File: src/rtl/spi_master_if.sv
// Controller-side byte handshake plus SPI pins for spi_master.
// The master modport is the SPI master's view; slave is the controller/peripheral side.
interface spi_master_if;
    logic       i_TX_DV;
    logic [7:0] i_TX_Byte;
    logic       i_TX_Last;
    logic       o_TX_Ready;
    logic       o_RX_DV;
    logic [7:0] o_RX_Byte;
    logic       o_SPI_Clk;
    logic       i_SPI_MISO;
    logic       o_SPI_MOSI;
    logic       o_SPI_CS_n;

    modport master (
        input  i_TX_DV, i_TX_Byte, i_TX_Last, i_SPI_MISO,
        output o_TX_Ready, o_RX_DV, o_RX_Byte, o_SPI_Clk, o_SPI_MOSI, o_SPI_CS_n
    );

    modport slave (
        output i_TX_DV, i_TX_Byte, i_TX_Last, i_SPI_MISO,
        input  o_TX_Ready, o_RX_DV, o_RX_Byte, o_SPI_Clk, o_SPI_MOSI, o_SPI_CS_n
    );
endinterface

File: src/rtl/spi_master.sv
// Byte-oriented SPI master, modes 0-3, with multi-byte transactions that keep
// CS_n low until a byte flagged "last" completes. All outputs are registered.
module spi_master #(
    parameter int SPI_MODE          = 0,
    parameter int CLKS_PER_HALF_BIT = 2,
    parameter int CS_INACTIVE_CLKS  = 4
) (
    input  logic         i_Clk,
    input  logic         i_Rst,
    spi_master_if.master bus
);
    localparam logic CPOL = (SPI_MODE == 2) || (SPI_MODE == 3);
    localparam logic CPHA = (SPI_MODE == 1) || (SPI_MODE == 3);
    localparam int   HW   = $clog2(CLKS_PER_HALF_BIT);
    localparam int   GW   = (CS_INACTIVE_CLKS > 1) ? $clog2(CS_INACTIVE_CLKS) : 1;
    localparam logic [HW-1:0] H_LAST = HW'(CLKS_PER_HALF_BIT - 1);
    localparam logic [GW-1:0] G_LAST = GW'(CS_INACTIVE_CLKS - 1);

    typedef enum logic [2:0] {IDLE, XFER, WAIT_NEXT, CS_HOLD, CS_GAP} state_t;

    state_t        state_q, state_d;
    logic [HW-1:0] hcnt_q, hcnt_d;
    logic [4:0]    ecnt_q, ecnt_d;
    logic [GW-1:0] gcnt_q, gcnt_d;
    logic [7:0]    tx_sr_q, tx_sr_d;
    logic [7:0]    rx_sr_q, rx_sr_d;
    logic          last_q, last_d;
    logic          ready_q, ready_d;
    logic          rx_dv_q, rx_dv_d;
    logic [7:0]    rx_byte_q, rx_byte_d;
    logic          sclk_q, sclk_d;
    logic          mosi_q, mosi_d;
    logic          cs_n_q, cs_n_d;
    logic          leading;

    always_ff @(posedge i_Clk or posedge i_Rst) begin
        if (i_Rst) begin
            state_q   <= IDLE;
            hcnt_q    <= '0;
            ecnt_q    <= '0;
            gcnt_q    <= '0;
            tx_sr_q   <= '0;
            rx_sr_q   <= '0;
            last_q    <= 1'b0;
            ready_q   <= 1'b1;
            rx_dv_q   <= 1'b0;
            rx_byte_q <= '0;
            sclk_q    <= CPOL;
            mosi_q    <= 1'b0;
            cs_n_q    <= 1'b1;
        end else begin
            state_q   <= state_d;
            hcnt_q    <= hcnt_d;
            ecnt_q    <= ecnt_d;
            gcnt_q    <= gcnt_d;
            tx_sr_q   <= tx_sr_d;
            rx_sr_q   <= rx_sr_d;
            last_q    <= last_d;
            ready_q   <= ready_d;
            rx_dv_q   <= rx_dv_d;
            rx_byte_q <= rx_byte_d;
            sclk_q    <= sclk_d;
            mosi_q    <= mosi_d;
            cs_n_q    <= cs_n_d;
        end
    end

    always_comb begin
        state_d   = state_q;
        hcnt_d    = hcnt_q;
        ecnt_d    = ecnt_q;
        gcnt_d    = gcnt_q;
        tx_sr_d   = tx_sr_q;
        rx_sr_d   = rx_sr_q;
        last_d    = last_q;
        ready_d   = ready_q;
        rx_dv_d   = 1'b0;
        rx_byte_d = rx_byte_q;
        sclk_d    = sclk_q;
        mosi_d    = mosi_q;
        cs_n_d    = cs_n_q;
        leading   = 1'b0;

        case (state_q)
            IDLE, WAIT_NEXT: begin
                if (bus.i_TX_DV && ready_q) begin
                    state_d = XFER;
                    ready_d = 1'b0;
                    cs_n_d  = 1'b0;
                    tx_sr_d = bus.i_TX_Byte;
                    last_d  = bus.i_TX_Last;
                    hcnt_d  = '0;
                    ecnt_d  = '0;
                    if (!CPHA) mosi_d = bus.i_TX_Byte[7];
                end
            end
            XFER: begin
                hcnt_d = (hcnt_q == H_LAST) ? '0 : hcnt_q + 1'b1;
                if (ecnt_q == 5'd16) begin
                    rx_dv_d   = 1'b1;
                    rx_byte_d = rx_sr_q;
                    if (last_q) begin
                        state_d = CS_HOLD;
                    end else begin
                        state_d = WAIT_NEXT;
                        ready_d = 1'b1;
                    end
                end else if (hcnt_q == H_LAST) begin
                    // Edge number is ecnt_q+1: odd edges lead, even edges trail.
                    ecnt_d  = ecnt_q + 5'd1;
                    sclk_d  = ~sclk_q;
                    leading = ~ecnt_q[0];
                    if (leading == !CPHA) rx_sr_d = {rx_sr_q[6:0], bus.i_SPI_MISO};
                    if (CPHA && leading) begin
                        mosi_d  = tx_sr_q[7];
                        tx_sr_d = {tx_sr_q[6:0], 1'b0};
                    end else if (!CPHA && !leading && ecnt_q != 5'd15) begin
                        mosi_d  = tx_sr_q[6];
                        tx_sr_d = {tx_sr_q[6:0], 1'b0};
                    end
                end
            end
            CS_HOLD: begin
                hcnt_d = (hcnt_q == H_LAST) ? '0 : hcnt_q + 1'b1;
                if (hcnt_q == H_LAST) begin
                    state_d = CS_GAP;
                    cs_n_d  = 1'b1;
                    mosi_d  = 1'b0;
                    gcnt_d  = '0;
                end
            end
            CS_GAP: begin
                if (gcnt_q == G_LAST) begin
                    state_d = IDLE;
                    ready_d = 1'b1;
                end else begin
                    gcnt_d = gcnt_q + 1'b1;
                end
            end
            default: state_d = IDLE;
        endcase
    end

    assign bus.o_TX_Ready = ready_q;
    assign bus.o_RX_DV    = rx_dv_q;
    assign bus.o_RX_Byte  = rx_byte_q;
    assign bus.o_SPI_Clk  = sclk_q;
    assign bus.o_SPI_MOSI = mosi_q;
    assign bus.o_SPI_CS_n = cs_n_q;
endmodule

File: src/flat_wrapper.sv
// flat-port wrapper written by rule: the top's interface ports become plain ports
module spi_master_flat 
#(
    parameter int SPI_MODE          = 0,
    parameter int CLKS_PER_HALF_BIT = 2,
    parameter int CS_INACTIVE_CLKS  = 4
)
  (i_Clk, i_Rst, bus_i_TX_DV, bus_i_TX_Byte, bus_i_TX_Last, bus_i_SPI_MISO, bus_o_TX_Ready, bus_o_RX_DV, bus_o_RX_Byte, bus_o_SPI_Clk, bus_o_SPI_MOSI, bus_o_SPI_CS_n);
  spi_master_if bus_i ();
  input  logic i_Clk;
  input  logic i_Rst;
  input wire logic [$bits(bus_i.i_TX_DV)-1:0] bus_i_TX_DV;
  input wire logic [$bits(bus_i.i_TX_Byte)-1:0] bus_i_TX_Byte;
  input wire logic [$bits(bus_i.i_TX_Last)-1:0] bus_i_TX_Last;
  input wire logic [$bits(bus_i.i_SPI_MISO)-1:0] bus_i_SPI_MISO;
  output wire logic [$bits(bus_i.o_TX_Ready)-1:0] bus_o_TX_Ready;
  output wire logic [$bits(bus_i.o_RX_DV)-1:0] bus_o_RX_DV;
  output wire logic [$bits(bus_i.o_RX_Byte)-1:0] bus_o_RX_Byte;
  output wire logic [$bits(bus_i.o_SPI_Clk)-1:0] bus_o_SPI_Clk;
  output wire logic [$bits(bus_i.o_SPI_MOSI)-1:0] bus_o_SPI_MOSI;
  output wire logic [$bits(bus_i.o_SPI_CS_n)-1:0] bus_o_SPI_CS_n;
  assign bus_i.i_TX_DV = bus_i_TX_DV;
  assign bus_i.i_TX_Byte = bus_i_TX_Byte;
  assign bus_i.i_TX_Last = bus_i_TX_Last;
  assign bus_i.i_SPI_MISO = bus_i_SPI_MISO;
  assign bus_o_TX_Ready = bus_i.o_TX_Ready;
  assign bus_o_RX_DV = bus_i.o_RX_DV;
  assign bus_o_RX_Byte = bus_i.o_RX_Byte;
  assign bus_o_SPI_Clk = bus_i.o_SPI_Clk;
  assign bus_o_SPI_MOSI = bus_i.o_SPI_MOSI;
  assign bus_o_SPI_CS_n = bus_i.o_SPI_CS_n;
  spi_master #(.SPI_MODE(SPI_MODE), .CLKS_PER_HALF_BIT(CLKS_PER_HALF_BIT), .CS_INACTIVE_CLKS(CS_INACTIVE_CLKS)) u_core (.i_Clk(i_Clk), .i_Rst(i_Rst), .bus(bus_i));
endmodule
File: config.mk
export PLATFORM = sky130hd
export DESIGN_NAME = spi_master_flat
export DESIGN_NICKNAME = d
export VERILOG_FILES = /design/src/rtl/spi_master_if.sv /design/src/rtl/spi_master.sv /design/src/flat_wrapper.sv
export SDC_FILE = /design/constraint.sdc
export NUM_CORES = 1
export LEC_CHECK = 0
export CELL_PAD_IN_SITES_DETAIL_PLACEMENT = 0
export CELL_PAD_IN_SITES_GLOBAL_PLACEMENT = 1
export CORE_UTILIZATION = 45
export DETAILED_ROUTE_END_ITERATION = 6
export GPL_TIMING_DRIVEN = 0
export PLACE_DENSITY = 0.87
export SYNTH_ARGS = -nofsm -noshare
export SYNTH_HDL_FRONTEND = slang
export SYNTH_SLANG_ARGS = --single-unit
File: constraint.sdc
create_clock -name i_Clk -period 2.86 [get_ports i_Clk]
set_input_delay 0.572 -clock i_Clk [delete_from_list [all_inputs] [get_ports i_Clk]]
set_output_delay 0.572 -clock i_Clk [all_outputs]
set_load 0.02 [all_outputs]
==> summary.md, run 1 <==
| Metric | Value |
|---|---|
| # DRC | `0` |
| RSZ-0062 raised after global routing | `no` |
| CTS max path bufs | `2` |
| Final min period | `between 2 and 2.5 ns` |
| DR vias/cell | `about 5.4` |
| Synth area leader | `dfrtp_1` |
| Synth Flop Type | `dfrtp_1` |
| Synth top area cells | `dfrtp_1 (50%), mux2_2 (14%), nand2_1 (4.7%)` |
| Die Height | `around 67 µm` |
| Pre-CTS setup slack | `0.589 ns` |
| Synth top area share | `about half` |
| Switch Pwr | `around 0.00020 W` |
| # IOs | `26` |
| Final period utilization | `71.8%` |
| Die W | `67.1 µm` |
| Via Count | `about 1.3k` |
| Antenna diodes | `0` |
| CTS root buf | `clkbuf_8` |
| Core footprint | `0.00403 mm²` |
| Sw frac | `a little under a fifth` |
| Mapped Avg Cell Area | `between 10 and 15 µm²` |
| Num rows | `23` |
| Gpl congestion | `0.920` |
| Post-synthesis async set-or-reset flop share | `between 90% and 100%` |
| Full die area | `~0.0045 mm²` |
| Synth-to-layout area growth | `22.0%` |
| 1st-iter DRT viols | `65` |
| Pwr Density | `approximately 450 mW/mm²` |
| CP required | `about 2.3 ns` |
| Synthesized area | `0.00191 mm²` |
| Drt first pass iters | `4` |
| Synth Register Bits | `40` |
| Post-CTS setup buffer count | `0` |
| Initial antenna violation count | `0` |
| FMAX | `487 MHz` |
| Outcome | `finished clean` |
| First-pass GRT wire length | `between 6000 and 7000 µm` |
| Fin. Hold Viols | `0` |
| Post-synthesis adder-cell area fraction | `under 10%` |
| Post-Syn Nets | `182` |
| Post-Synth Simple-Gate Area | `14.5%` |
| Placed Cells incl. Taps | `240` |
| Count leader, synth | `dfrtp_1` |
| CTS tree | `yes` |
| Combinational group share of total power | `approximately 3.0%` |
| Crit start category | `flop` |
| Clock transition at path regs | `around 0.070 ns` |
| Compound-gate portion of the synthesized area | `between 10% and 20%` |
| EDFF count, synth | `0` |
| Worst path slowest cell | `clkdlybuf4s50_1` |
| Max-slew violation count | `0` |
| Main combinational cell family by area after synthesis | `multiplexers` |
| Skew final | `0.00401 ns` |
| Leakage power | `between 1 and 1.5 nW` |
| Final worst-path setup slack | `0.806 ns` |
| Total Nets Final | `between 200 and 250` |
| Final setup viols | `0` |
| Sequential share of power | `around 55%` |
| Post-DP HPWL | `about 2600 µm` |
| Post-Synth XOR/XNOR Area | `less than 1%` |
| GRT Total Usage | `around a fifth` |
| Final setup TNS | `0 ns` |
| Final wirelength | `3780 µm` |
| Clk pwr share | `between 40% and 50%` |
| GRT overflow | `0` |
| Synth unique cells | `40` |
| Share of cells above drive strength 1 | `23.7%` |
| Int Pwr | `0.000840 W` |
| Crit-path max FO | `6` |
| Port Buf Inserts | `25` |
| WL/cell | `approximately 15 µm` |
| Tot Pwr | `just over 0.001 W` |
| Synth Warn # | `0` |
| Post-route ant nets | `0` |
| Critical Path, Cell by Cell | `clkdlybuf4s50_1` |
| Worst-Skew Late Latency | `0.29 ns` |
| Tightest Pin Transition | `0.801 ns` |
| Largest net degree at the start of global routing | `just over 40` |
| Data arrival, critical path | `1.48 ns` |
| Fillers | `~340` |
| Register area share after synthesis | `a little over half` |
| CP Class | `flop to primary output` |
| Starting Density | `between 40% and 50%` |
| Final std cells w/o fill | `approximately 250` |
| Worst ir drop on vdd | `around 0.00033 V` |
| # Max-Cap Violations | `0` |
| Post-synthesis mux area share | `between 10% and 20%` |
| CP max stage delay | `0.61 ns` |
| CTS sink cnt | `40` |
| Critical Path End Type | `primary output` |
| CTS Buf Count | `5` |
| CTS resizes | `0` |
| Worst Path Buf+Inv | `1` |
| CTS H-tree lvls | `2` |
| Syn Inst Count | `between 150 and 200` |
| Slew Limit Headroom | `a little under half` |
| CTS Hold Buffers Added | `0` |
| Crit-path leading delay family | `buffers and inverters` |
| Post-synth top cells | `dfrtp_1 (38), mux2_2 (24), nand2_1 (24), o21ai_0 (9), inv_1 (7)` |
| Hold Path Class | `flop to flop` |
| Vias in the first global route | `1,436` |
## registers in the layout, summed over array words and instances (netlist names), 2 cells and up
| signal | flops |
|---|---|
| u_core.ecnt_q | 5 |
| u_core.gcnt_q | 2 |
| u_core.tx_sr_q | 7 |
| u_core.state_q | 3 |
| u_core.bus.o_RX_Byte | 8 |
| u_core.rx_sr_q | 8 |
## path summary, 6_finish.rpt
kind | from | to | slack, ns | depth (start not counted)
max | u_core.bus.o_TX_Ready$_DFFE_PP1P_ | bus_o_TX_Ready | 0.81 | 1
min | u_core.bus.o_SPI_Clk$_DFFE_PP0P_ | u_core.bus.o_SPI_Clk$_DFFE_PP0P_ | 0.47 | 1
max reg2reg | u_core.ecnt_q[0]$_DFFE_PP0P_ | u_core.tx_sr_q[2]$_DFFE_PP0P_ | 0.89 | 6
min reg2reg | u_core.bus.o_SPI_Clk$_DFFE_PP0P_ | u_core.bus.o_SPI_Clk$_DFFE_PP0P_ | 0.47 | 1
max in group asynchronous | i_Rst | u_core.tx_sr_q[0]$_DFFE_PP0P_ | 1.60 | 2
min in group asynchronous | i_Rst | u_core.rx_sr_q[2]$_DFFE_PP0P_ | 0.76 | 2
## per-layer routing
| layer | part of all wire (%) | vias to the layer above | global-route usage [%] |
|---|---|---|---|
| met5 | 0 | - | 0 |
| met4 | 1.2 | 0 | 7.98 |
| met3 | 3.2 | 4 | 4.56 |
| met2 | 51 | 24 | 33.6 |
| met1 | 45 | 661 | 23.1 |
| li1 | - | 643 | - |
## cell usage in the layout (no fill, tap or decap), drive strengths merged, types with 3 or more instances in the layout
master and count:
a21oi 7, mux2 24, nand2b 3, clkdlybuf4s50 25
o21ai 10, nand2 24, ha 4, buf 5
clkbuf 7, inv 7, dfrtp 38, nor2 7
nand3 3
## power by group through the flow
stage               clock [W]  combinational [W]  sequential, W
floorplan                   0          0.0000117       0.000576
global placement            0          0.0000309       0.000576
detailed placement          0          0.0000318       0.000576
CTS                  0.000459          0.0000321       0.000565
global route         0.000483          0.0000351       0.000565
finish               0.000442          0.0000308       0.000565
## final cells by class
type                            count  area, µm²  area share (%)
Clock inverter                      2       35.0            1.50
Multi-Input combinational cell    112        838            36.0
Tap cell                           50       62.6            2.69
Clock buffer                        6       72.6            3.11
Timing Repair Buffer               25        250            10.7
Sequential cell                    40       1000            43.1
Inverter                            7       26.3            1.13
Buffer                              6       41.3            1.77
## kinds of logic (layout without fill, tap and decap cells)
kind of cell	count (synthesis)	after routing
AO/OA/AOI/OAI	29	29
XOR/XNOR	2	2
adder cells (fa/ha/maj)	4	4
buffers and inverters	13	46
flip-flops	40	40
multiplexers	26	26
AND/OR/NAND/NOR	51	51
## per-stage QoR
stage               cell area (µm²)  utilization (%)  hold slack [ns]
floorplan                      1910                -            0.457
global placement               2220             55.2            0.471
detailed placement             2220             55.2            0.462
CTS                            2330             57.8            0.477
global route                   2330             57.8            0.520
finish                         2330             57.8            0.472
(Power assumes the default switching activity.)
==> run 2: changes to the inputs <==
--- a/config.mk
+++ b/config.mk
@@ -7,10 +7,10 @@
 export LEC_CHECK = 0
 export CELL_PAD_IN_SITES_DETAIL_PLACEMENT = 0
 export CELL_PAD_IN_SITES_GLOBAL_PLACEMENT = 1
-export CORE_UTILIZATION = 45
+export CORE_UTILIZATION = 43
 export DETAILED_ROUTE_END_ITERATION = 6
 export GPL_TIMING_DRIVEN = 0
-export PLACE_DENSITY = 0.87
+export PLACE_DENSITY = 0.83
 export SYNTH_ARGS = -nofsm -noshare
 export SYNTH_HDL_FRONTEND = slang
 export SYNTH_SLANG_ARGS = --single-unit
==> constraint.sdc (replaced) <==
create_clock -name i_Clk -period 2.1 [get_ports i_Clk]
set_input_delay 0.42 -clock i_Clk [delete_from_list [all_inputs] [get_ports i_Clk]]
set_output_delay 0.42 -clock i_Clk [all_outputs]
set_load 0.02 [all_outputs]
==> summary.md, run 2 (synthesis gave the netlist of run 1 again) <==
| Metric | Value |
|---|---|
| Vias in the first global route | `1,340 (-6.7%)` |
| FMAX | `515 MHz` |
| Worst ir drop on vdd | `0.000401 V (+23%)` |
| Slew Limit Headroom | `44.8% (-1.7 points)` |
| Post-route ant nets | `0 (unchanged)` |
| Num rows | `23 (unchanged)` |
| R2R Path Start | `u_core.ecnt_q[0]$_DFFE_PP0P_` |
| Worst reg2reg path endpoint | `u_core.tx_sr_q[1]$_DFFE_PP0P_` |
| Data arrival, critical path | `2.11 ns (+0.63 ns)` |
| Outcome | `finished clean` |
| Pwr Density | `652 mW/mm² (+46%)` |
| Port Buf Inserts | `25 (unchanged)` |
| Drt first pass iters | `4 (unchanged)` |
| CP Class | `flop to flop` |
| Placed Cells incl. Taps | `240 (unchanged)` |
| Post-DP HPWL | `2580 µm (-1.6%)` |
| CTS Buf Count | `5 (unchanged)` |
| 1st-iter DRT viols | `71 (+9.2%)` |
| Full die area | `0.00471 mm² (+4.5%)` |
| Crit-path max FO | `7 (+1)` |
| Post-route cell area | `0.00235 mm² (+0.91%)` |
| Post-CTS setup buffer count | `0 (unchanged)` |
| Hold Path Class | `flop to flop` |
| Final setup viols | `0 (unchanged)` |
| Largest net degree at the start of global routing | `41 (unchanged)` |
| Tot Pwr | `0.00153 W (+48%)` |
| Max-slew violation count | `0 (unchanged)` |
| GRT overflow | `0 (unchanged)` |
| CTS resizes | `0 (unchanged)` |
| Fillers | `358 (+4.7%)` |
| Crit start category | `flop` |
| CP required | `2.27 ns (-0.02 ns)` |
| Final min period | `between 1.5 and 2 ns` |
| Reg area | `0.00100 mm² (unchanged)` |
| Share of cells above drive strength 1 | `23.9% (+0.12 points)` |
| Worst-Skew Late Latency | `0.29 ns (about the same)` |
| Skew final | `0.00385 ns (-0.000158 ns)` |
| Die W | `68.6 µm (+2.2%)` |
| Final period utilization | `~92%` |
| Fin. Hold Viols | `0 (unchanged)` |
| Final std cells w/o fill | `247 (-0.40%)` |
| Crit path from | `u_core.ecnt_q[0]$_DFFE_PP0P_` |
| Most common cell after layout, fill and taps aside | `dfrtp_1` |
| Most frequent cells in the layout | `dfrtp_1 (38), clkdlybuf4s50_1 (25), nand2_1 (24), mux2_2 (24), o21ai_0 (9)` |
| Antenna diodes | `0 (unchanged)` |
| Clock transition at path regs | `0.07 ns (about the same)` |
| RSZ-0062 raised after global routing | `no` |
| Multi-input logic area | `838 µm² (unchanged)` |
| Final wirelength | `3700 µm (-2.1%)` |
| Die Height | `68.6 µm (+2.2%)` |
| Via Count | `1,353 (+1.6%)` |
| DR vias/cell | `5.48 (+2.0%)` |
| CTS sink cnt | `40 (unchanged)` |
| Critical Path End Type | `flop` |
| CTS tree | `yes` |
| FF-to-FF setup slack | `0.16 ns (-0.73 ns)` |
| # IOs | `26 (unchanged)` |
| CTS Hold Buffers Added | `0 (unchanged)` |
| CTS H-tree lvls | `2 (unchanged)` |
| Initial antenna violation count | `0 (unchanged)` |
| Core footprint | `0.00414 mm² (+2.9%)` |
| Placed cell area | `0.00222 mm² (unchanged)` |
| WL/cell | `15.0 µm (-1.7%)` |
| Gpl congestion | `0.912 (-0.84%)` |
| Final hold slack | `0.478 ns (+0.00629 ns)` |
| Starting Density | `46.1% (-1.3 points)` |
| Min-delay src | `u_core.bus.o_SPI_Clk$_DFFE_PP0P_` |
| Leakage power | `1.11 nW (+0.82%)` |
| CTS root buf | `clkbuf_8` |
| R2r worst-path depth | `6 (unchanged)` |
| Worst hold stages | `1 (unchanged)` |
| Total Nets Final | `214 (unchanged)` |
| First-pass GRT wire length | `6290 µm (-2.6%)` |
| GRT Total Usage | `18.6% (-0.84 points)` |
| # DRC | `0 (unchanged)` |
| CTS max path bufs | `2 (unchanged)` |
| Tightest Pin Transition | `0.826 ns (+0.0251 ns)` |
| Final core occ | `56.7% (-1.1 points)` |
| Endpoint, Worst Hold | `u_core.bus.o_SPI_Clk$_DFFE_PP0P_` |
| # Max-Cap Violations | `0 (unchanged)` |
| Synth-to-layout area growth | `23.1%` |
[run 2: changes by cell type in the layout (fill, tap and decap cells not counted), sizes merged]
| cell | change |
|---|---|
| bufinv | +1 |
| clkbuf | -1 |
| clkinv | -1 |
[run 2: layer usage]
metal	vias up	global-route usage, %	routed length (µm)
met1	681	23.9	1650
met4	0	7.29	47
met3	5	5.43	142
met5	-	0	0
li1	639	-	-
met2	28	29.4	1860
[run 2: where the power goes]
part,internal [W],switching (W),leakage (nW),total [W]
Clock,0.000468,0.000254,0.0642,0.000721
Sequential,0.000770,0,0.526,0.000770
Combinational,0.0000218,0.0000204,0.520,0.0000422
Total,0.00126,0.000274,1.11,0.00153
[run 2: stage by stage]
step / setup slack [ns] / TNS, ns
final: 0.160 / 0
after global routing: 0.0241 / 0
after CTS: 0.148 / 0
after detailed placement: -0.0181 / -0.0181
after global placement: -0.0282 / -0.403
after floorplan: 0.290 / 0
[run 2: worst max path at each step]
stage | end | slack, ns | depth (start not counted)
after floorplan | u_core.tx_sr_q[1]$_DFFE_PP0P_ | 0.29 | 6
after global placement | u_core.last_q$_DFFE_PP0P_ | -0.03 | 4
after detailed placement | u_core.last_q$_DFFE_PP0P_ | -0.02 | 4
after CTS | u_core.tx_sr_q[4]$_DFFE_PP0P_ | 0.15 | 6
after global routing | u_core.tx_sr_q[2]$_DFFE_PP0P_ | 0.02 | 6
final | u_core.tx_sr_q[1]$_DFFE_PP0P_ | 0.16 | 6
[run 2: final cells by class]
cell class              instances  area share (%)
repair buffers                 25            10.6
plain buffers                   6            1.76
multi-input cells             112            35.7
clock buffers                   5            2.93
clock inverters                 2            2.55
flip-flops and latches         40            42.7
inverters                       7            1.12
well taps                      50            2.66
[run 2: worst max-delay path, cell delays in order, from the launching register on]
cell     delay (ns)
dfrtp_1        0.44
ha_1           0.26
and3_1         0.19
ha_1           0.20
nor3_1         0.30
o21ai_4        0.14
mux2_2         0.30
==> run 3: changes to the inputs <==
==> constraint.sdc (replaced) <==
create_clock -name i_Clk -period 1.81 [get_ports i_Clk]
set_input_delay 0.362 -clock i_Clk [delete_from_list [all_inputs] [get_ports i_Clk]]
set_output_delay 0.362 -clock i_Clk [all_outputs]
set_load 0.02 [all_outputs]
==> summary.md, run 3 (synthesis gave the netlist of run 1 again) <==
| Metric | Value |
|---|---|
| First-pass GRT wire length | `6500 µm (+3.3%)` |
| CTS H-tree lvls | `2 (unchanged)` |
| Worst hold stages | `1 (unchanged)` |
| Failing checks | `negative setup slack` |
| Skew final | `0.00315 ns (-0.000705 ns)` |
| 1st-iter DRT viols | `49 (-31%)` |
| Total Nets Final | `223 (+4.2%)` |
| Data arrival, critical path | `1.99 ns (-0.12 ns)` |
| Int Pwr | `0.00146 W (+16%)` |
| FF-to-FF setup slack | `-0.004 ns (-0.16 ns)` |
| Worst Path Buf+Inv | `2 (+2)` |
| Largest net degree at the start of global routing | `41 (unchanged)` |
| Antenna diodes | `0 (unchanged)` |
| Sequential share of power | `50.1% (about the same)` |
| Drt first pass iters | `4 (unchanged)` |
| Crit start category | `flop` |
| Worst-Skew Late Latency | `0.29 ns (about the same)` |
| Worst reg2reg path endpoint | `u_core.state_q[0]$_DFFE_PP0P_` |
| Min-delay src | `u_core.bus.o_SPI_Clk$_DFFE_PP0P_` |
| Die W | `68.6 µm (unchanged)` |
| # Max-Cap Violations | `0 (unchanged)` |
| Critical Path, Cell by Cell | `clkbuf_1, nor4b_1, a221oi_2, buf_4, a22o_1` |
| Crit-path leading delay family | `simple AND/OR/NAND/NOR gates` |
| Final period utilization | `100% (+7.8 points)` |
| Pre-CTS setup slack | `-0.250 ns (-0.232 ns)` |
| Hold Path Class | `flop to flop` |
| # DRC | `0 (unchanged)` |
| Most common cell after layout, fill and taps aside | `dfrtp_1` |
| Clock transition at path regs | `0.07 ns (about the same)` |
| Post-route ant nets | `0 (unchanged)` |
| CP Class | `flop to flop` |
| Die Height | `68.6 µm (unchanged)` |
| Crit-path max FO | `10 (+3)` |
| Vias in the first global route | `1,370 (+2.2%)` |
| CTS sink cnt | `40 (unchanged)` |
| Tightest Pin Transition | `0.835 ns (+0.00932 ns)` |
| Final setup viols | `1 (+1)` |
| Post-DP HPWL | `2580 µm (unchanged)` |
| Num rows | `23 (unchanged)` |
| Full die area | `0.00471 mm² (unchanged)` |
| Final core occ | `61.1% (+4.4 points)` |
| GRT Total Usage | `19.3% (+0.65 points)` |
| CP max stage delay | `0.60 ns (+0.16 ns)` |
| Starting Density | `46.1% (unchanged)` |
| Share of cells above drive strength 1 | `34.0% (+10 points)` |
| Most frequent cells in the layout | `dfrtp_1 (35), nand2_1 (24), clkdlybuf4s50_1 (23)` |
| Gpl congestion | `0.912 (unchanged)` |
| Port Buf Inserts | `25 (unchanged)` |
| Clk pwr share | `47.1% (about the same)` |
| Final worst-path setup slack | `-0.00410 ns (-0.164 ns)` |
| FMAX | `551 MHz (+7.0%)` |
| CTS tree | `yes` |
| R2r worst-path depth | `5 (-1)` |
| CTS max path bufs | `2 (unchanged)` |
| CTS Buf Count | `5 (unchanged)` |
| Sw frac | `18.0% (+0.11 points)` |
| Max-slew violation count | `0 (unchanged)` |
| Worst path slowest cell | `nor4b_1` |
| GRT overflow | `0 (unchanged)` |
| DR vias/cell | `5.48 (+0.12%)` |
| Via Count | `1,404 (+3.8%)` |
| WL/cell | `15.6 µm (+4.1%)` |
| Core footprint | `0.00414 mm² (unchanged)` |
| Worst ir drop on vdd | `0.000453 V (+13%)` |
| CTS Hold Buffers Added | `0 (unchanged)` |
| Initial antenna violation count | `0 (unchanged)` |
| Pwr Density | `703 mW/mm² (+7.8%)` |
| CTS root buf | `clkbuf_8` |
| Endpoint, Worst Hold | `u_core.bus.o_SPI_Clk$_DFFE_PP0P_` |
| Switch Pwr | `0.000320 W (+17%)` |
| Outcome | `finished, violations left` |
| Synth-to-layout area growth | `32.7%` |
| Leakage power | `1.16 nW (+4.7%)` |
| CP required | `1.99 ns (-0.28 ns)` |
| Slew Limit Headroom | `44.2% (-0.62 points)` |
| Combinational group share of total power | `2.8% (about the same)` |
| Critical Path End Type | `flop` |
| # IOs | `26 (unchanged)` |
| Final min period | `1.81 ns (-0.126 ns)` |
| R2R Path Start | `u_core.state_q[0]$_DFFE_PP0P_` |
| Fin. Hold Viols | `0 (unchanged)` |
| Final wirelength | `4000 µm (+7.9%)` |
run 3: changes by cell type in the layout (fill, tap and decap cells not counted), moves of 2 or more:
cell             before  now
dfrtp_2               0    3
clkdlybuf4s50_1      25   23
buf_4                 0   10
dfrtp_1              38   35
nor3_1                2    0
ha_4                  0    3
mux2_2               24   22
inv_1                 6    4
ha_1                  4    1
mux2_4                0    2
run 3: final cells by class:
cell class	instances	area (µm²)
Fill cell	339	1610
Sequential cell	40	1010
Multi-Input combinational cell	113	955
Timing Repair Buffer	34	319
Clock buffer	5	68.8
Tap cell	50	62.6
Clock inverter	2	60.1
Buffer	5	32.5
Inverter	7	28.8
run 3: power groups by stage:
stage	logic (W)	clock network, W	registers (W)
floorplan	0.0000184	0	0.000911
global placement	0.0000487	0	0.000911
detailed placement	0.0000509	0	0.000911
CTS	0.0000510	0.000858	0.000893
global route	0.0000559	0.000897	0.000893
finish	0.0000494	0.000839	0.000893
run 3: metal layers:
layer | GRT usage, % | vias up | share of wire (%)
met5 | 0 | - | 0
met4 | 9.11 | 0 | 0.90
met3 | 5.43 | 4 | 3.5
met2 | 29.3 | 28 | 50
met1 | 25.2 | 713 | 46
li1 | - | 659 | -
run 3: worst max-delay path by stage:
stage / startpoint / to / slack, ns / cells past startpoint
after floorplan: u_core.ecnt_q[0]$_DFFE_PP0P_ / u_core.tx_sr_q[1]$_DFFE_PP0P_ / 0.00002 / 6
after global placement: bus_i_TX_DV / u_core.last_q$_DFFE_PP0P_ / -0.26 / 4
after detailed placement: bus_i_TX_DV / u_core.last_q$_DFFE_PP0P_ / -0.25 / 4
after CTS: u_core.ecnt_q[0]$_DFFE_PP0P_ / u_core.tx_sr_q[4]$_DFFE_PP0P_ / -0.02 / 6
after global routing: u_core.state_q[0]$_DFFE_PP0P_ / u_core.bus.o_TX_Ready$_DFFE_PP1P_ / -0.12 / 6
final: u_core.state_q[0]$_DFFE_PP0P_ / u_core.state_q[0]$_DFFE_PP0P_ / -0.004 / 5
run 3: timing repair:
item	in CTS	in global routing
buffers inserted	4	5
endpoints found under the setup margin	24	24
gates cloned	1	0
hold endpoints to repair	0	0
gates resized for setup	12	15
pin swaps	4	6
run 3: per-stage QoR:
stage | hold slack, ns | TNS, ns | total power [W] | cells | cell area [µm²]
global route | 0.501 | -0.359 | 0.00185 | 256 | 2530
finish | 0.481 | -0.00410 | 0.00178 | 256 | 2530
detailed placement | 0.466 | -2.85 | 0.000961 | 240 | 2220
floorplan | 0.457 | 0 | 0.000929 | 165 | 1910
CTS | 0.480 | -0.0740 | 0.00180 | 252 | 2430
global placement | 0.471 | -11.86 | 0.000959 | 240 | 2220
run 3: worst register-to-register path: cells and delay by family, from the launching register on:
kind,cells,cell delay [ns]
buf+inv,2,0.42
compound gates,2,0.27
simple gates,1,0.60
flops,1,0.41
